<file path="config.mk">
export PLATFORM = sky130hd
export DESIGN_NAME = axis_burst_packetizer
export DESIGN_NICKNAME = d
export VERILOG_FILES = /design/src/rtl/axis_burst_packetizer.sv
export SDC_FILE = /design/constraint.sdc
export NUM_CORES = 1
export LEC_CHECK = 0
export BUFFER_PORTS_ARGS = -buffer_cell sky130_fd_sc_hd__clkbuf_2
export CAP_MARGIN = 25
export CORE_MARGIN = 2
export CORE_UTILIZATION = 40
export DETAILED_ROUTE_END_ITERATION = 8
export SLEW_MARGIN = 10
export SYNTH_ARGS = -nofsm -noshare
export SYNTH_HDL_FRONTEND = slang
export SYNTH_SLANG_ARGS = --single-unit
</file>
<file path="constraint.sdc">
create_clock -name axis_clk -period 5.8 [get_ports axis_clk]
set_clock_uncertainty 0.15 [all_clocks]
set_input_delay 0.87 -clock axis_clk [delete_from_list [all_inputs] [get_ports axis_clk]]
set_output_delay 0.87 -clock axis_clk [all_outputs]
set_load 0.01 [all_outputs]
</file>
<file path="src/rtl/axis_burst_packetizer.sv">
// rtl/axis_burst_packetizer.sv - AXIS stage that closes packets on input tlast, beat limit or idle timeout
module axis_burst_packetizer #(
    parameter int AXIS_TDATA_WIDTH = 64,
    parameter int AXIS_TKEEP_WIDTH = AXIS_TDATA_WIDTH / 8,
    parameter int AXIS_TUSER_WIDTH = 4,
    parameter int MAX_BEATS        = 256,
    parameter int TIMEOUT_CYCLES   = 64
) (
    input  logic                        axis_clk,
    input  logic                        axis_rst,
    input  logic [AXIS_TDATA_WIDTH-1:0] s_axis_tdata,
    input  logic [AXIS_TKEEP_WIDTH-1:0] s_axis_tkeep,
    input  logic [AXIS_TUSER_WIDTH-1:0] s_axis_tuser,
    input  logic                        s_axis_tlast,
    input  logic                        s_axis_tvalid,
    output logic                        s_axis_tready,
    output logic [AXIS_TDATA_WIDTH-1:0] m_axis_tdata,
    output logic [AXIS_TKEEP_WIDTH-1:0] m_axis_tkeep,
    output logic [AXIS_TUSER_WIDTH-1:0] m_axis_tuser,
    output logic                        m_axis_tlast,
    output logic                        m_axis_tvalid,
    input  logic                        m_axis_tready,
    output logic                        flush_pulse
);
    localparam int BCW = (MAX_BEATS > 1) ? $clog2(MAX_BEATS) : 1;
    localparam int ICW = (TIMEOUT_CYCLES > 0) ? $clog2(TIMEOUT_CYCLES + 1) : 1;
    localparam logic [BCW-1:0] BEAT_LAST = BCW'(MAX_BEATS - 1);
    localparam logic [ICW-1:0] IDLE_MAX  = ICW'(TIMEOUT_CYCLES);

    logic [AXIS_TDATA_WIDTH-1:0] h_data;
    logic [AXIS_TKEEP_WIDTH-1:0] h_keep;
    logic [AXIS_TUSER_WIDTH-1:0] h_user;
    logic                        h_valid;
    logic                        h_last;
    logic [BCW-1:0]              beat_cnt;
    logic [ICW-1:0]              idle_cnt;

    logic o_free, limit, timeout, h_move, in_hs, out_last;

    assign o_free        = !m_axis_tvalid || m_axis_tready;
    assign limit         = (beat_cnt == BEAT_LAST);
    assign timeout       = (TIMEOUT_CYCLES != 0) && (idle_cnt == IDLE_MAX);
    // The held beat may only leave once we know whether it closes the packet:
    // a successor exists, or one of the closing conditions already applies.
    assign h_move        = h_valid && o_free && (s_axis_tvalid || h_last || limit || timeout);
    assign s_axis_tready = !axis_rst && (!h_valid || h_move);
    assign in_hs         = s_axis_tvalid && s_axis_tready;
    assign out_last      = h_last || limit || timeout;

    always_ff @(posedge axis_clk or posedge axis_rst) begin
        if (axis_rst) begin
            h_valid       <= 1'b0;
            h_last        <= 1'b0;
            m_axis_tvalid <= 1'b0;
            m_axis_tlast  <= 1'b0;
            flush_pulse   <= 1'b0;
            beat_cnt      <= '0;
            idle_cnt      <= '0;
        end else begin
            flush_pulse <= 1'b0;
            if (h_move) begin
                m_axis_tvalid <= 1'b1;
                m_axis_tlast  <= out_last;
                beat_cnt      <= out_last ? '0 : beat_cnt + 1'b1;
                flush_pulse   <= timeout && !h_last && !limit;
            end else if (m_axis_tready) begin
                m_axis_tvalid <= 1'b0;
            end

            if (in_hs) begin
                h_valid <= 1'b1;
                h_last  <= s_axis_tlast;
            end else if (h_move) begin
                h_valid <= 1'b0;
            end

            // Keeps counting under backpressure so the timeout stays asserted until the move.
            if (in_hs || !h_valid) begin
                idle_cnt <= '0;
            end else if (idle_cnt != IDLE_MAX) begin
                idle_cnt <= idle_cnt + 1'b1;
            end
        end
    end

    always_ff @(posedge axis_clk) begin
        if (in_hs) begin
            h_data <= s_axis_tdata;
            h_keep <= s_axis_tkeep;
            h_user <= s_axis_tuser;
        end
        if (h_move) begin
            m_axis_tdata <= h_data;
            m_axis_tkeep <= h_keep;
            m_axis_tuser <= h_user;
        end
    end
endmodule

</file>
==> results.yml <==
outcome:
  status: "complete, no violations"
layout:
  fin_area_um2: 7150
  fillers: 1140
  drive_gt1_frac: 0.438
  nNetsFinal: 518
  syn2layout_area_growth_pct: 28.1
  fin_cells: 625
  antenna_cells: 0
power:
  vdd_drop_max_v: 0.000201
  p_leak_nw: 2.81
  powerDensity_nw_per_um2: 461
run:
  drv_cap: 0
yosys:
  yosysSeqAreaShare: 0.907
  syn_area_um2: 5590
  ys_async_sr_fraction: 0.116
  synthCells: 255
  synth.yosys.warnings: 0
  synth-seq-cells: 172
  synthFlopType: "edfxtp_1"
  syn_nets: 339
  ys_types: 30
  synth-edff-count: 152
  avgSynthCellArea_um2: 21.9
critical_path:
  path_cells: "and4_1 -> a41oi_2 -> a21o_1 -> clkinv_2 -> buf_4"
  worstPathMaxFanout: 52
  crit_type: "flip-flop to flip-flop"
  slowest_stage: "clkinv_2"
  crit_family: "buffers and inverters"
  crit_path_start_kind: "flip-flop"
  crit_buf_inv: 2
  arrival_ns: 3.20
  crit_required_ns: 5.78
  cp_slowest_stage_delay_ns: 0.77
  end_kind: "flip-flop"
cts:
  clk_path_buf_depth: 2
  cts_setup_buffers: 0
  clk_pin_slew_ns: 0.06
  ctsResizeCount: 0
  root_buffer: "clkbuf_16"
  clock-sinks: 172
  numCtsBuffers: 17
  hold_buffers: 0
  htree_levels: 4
  cts_tree: "built"
  clk_latency_ns: 0.41
timing:
  finalSetupViolations: 0
  hold_violations: 0
  drv_slew: 0
  setup_tns_ns: 0
  fmax_mhz: 311
  slew_headroom: 0.331
  rsz0062_at_grt: "false"
  worst_slew_pin_slew_ns: 1.00
  setup_slack_ns: 2.58
  timing.final.crit_share: 0.555
  post-route-min-period_ns: 3.22
drt:
  drt-initial-drc-count: 241
  routedWlPerCell_um: 15.4
  ant_nets: 0
  drcViolationCount: 0
  drt-pass1-iter-count: 4
  avgViaCountPerCell: 4.55
  finalWirelength_um: 9650
  num_vias: 2845
floorplan:
  io_pins: 161
  fp.dieW_um: 122
  die-area_um2: 14900
  core_area_um2: 13800
  die_height_um: 122
  initial_core_util: 0.406
  row_count: 43
global_routing:
  grt_usage: 0.136
  grt_overflow: 0
  grt_pass1_wl_um: 14500
  first_global_vias: 2707
  antenna_found_initial: 0
  grt_max_degree: 78
place:
  placed_cells: 595
  placed_area_um2: 6620
  gp_congestion: 0.770
  place_worst_setup_slack_ns: 2.23
  post-dp-hpwl_um: 6620
  io_buffers: 160
worst_hold_path:
  hold_path.class: "flip-flop to flip-flop"
state kept, by name, summed over array words and instances (netlist names):
name / cells
beat_cnt: 8
h_user: 4
m_axis_tkeep: 8
h_valid: 1
m_axis_tvalid: 1
m_axis_tlast: 1
m_axis_tuser: 4
h_data: 64
h_keep: 8
m_axis_tdata: 64
idle_cnt: 7
flush_pulse: 1
h_last: 1
area by class of cell:
type / instances / area [um^2] / area share
Inverter: 5 / 20.0 / 0.00280
Tap cell: 180 / 225 / 0.0315
Timing Repair Buffer: 162 / 816 / 0.114
Clock inverter: 10 / 92.6 / 0.0129
Multi-Input combinational cell: 76 / 498 / 0.0696
Sequential cell: 172 / 5060 / 0.708
Clock buffer: 20 / 437 / 0.0610
Yosys cell counts, drive strengths merged (2+ instances only):
cell,n,share of area
dfrtp,20,0.090
ha,3,0.0067
nor2,14,0.0094
edfxtp,152,0.82
nand4,2,0.0022
xor2,2,0.0031
a21o,3,0.0040
nand2,9,0.0060
inv,5,0.0034
xnor2,8,0.013
a21oi,10,0.0090
nand3,7,0.0063
nand2b,2,0.0022
o21ai,3,0.0027
metrics by stage:
stage | power, mW | hold slack (ns) | utilization
2_1_floorplan | 2.07 | 0.250 | -
3_3_place_gp | 2.31 | 0.250 | 0.481
3_5_place_dp | 2.33 | 0.255 | 0.481
4_1_cts | 3.35 | 0.265 | 0.519
5_1_grt | 3.47 | 0.267 | 0.519
6_report | 3.30 | 0.261 | 0.519
layer usage:
metal,up-vias,part of all wire,global-route usage
met4,0,0.020,0.0718
met2,120,0.48,0.210
met3,15,0.094,0.0520
met1,1365,0.41,0.166
met5,-,0,0
li1,1345,-,-
power by group:
part | switching (mW) | internal [mW] | total [mW] | leakage (nW)
Combinational | 0.355 | 0.171 | 0.526 | 0.869
Clock | 0.426 | 0.585 | 1.01 | 0.249
Sequential | 0.0862 | 1.68 | 1.76 | 1.69
Total | 0.867 | 2.43 | 3.30 | 2.81
layout by cell type, fill, tap and decap left out, drive strengths merged, types with 2 or more instances in the layout:
cell type / n
a21o: 3
a21oi: 10
buf: 2
clkbuf: 180
clkinv: 4
clkinvlp: 4
dfrtp: 20
edfxtp: 152
ha: 3
inv: 6
nand2: 9
nand2b: 2
nand3: 7
nand4: 2
nor2: 14
o21ai: 3
xnor2: 8
xor2: 2
cells by family (layout without fill, tap and decap cells):
family	after synthesis	after routing	synth area share
DFF	172	172	0.907
and+or+nand+nor	42	42	0.0392
AOI/OAI and AO/OA	20	20	0.0235
xor gates and xnor gates	10	10	0.0157
buffers and inverters	7	197	0.00605
adders and majority gates	3	3	0.00672
muxes	1	1	0.00202
final timing paths:
check / cells after the start / start / to / slack, ns
worst min register to register: 0 / h_data[48] / m_axis_tdata[48] / 0.26
worst max register to register: 5 / beat_cnt[5] / m_axis_tkeep[4] / 2.58
worst min-delay path: 0 / h_data[48] / m_axis_tdata[48] / 0.26
min in group asynchronous: 2 / axis_rst / flush_pulse / 0.44
max in group asynchronous: 2 / axis_rst / h_valid / 4.55
worst max-delay path: 5 / beat_cnt[5] / m_axis_tkeep[4] / 2.58
Note: power is estimated with default switching activity, not from simulation.
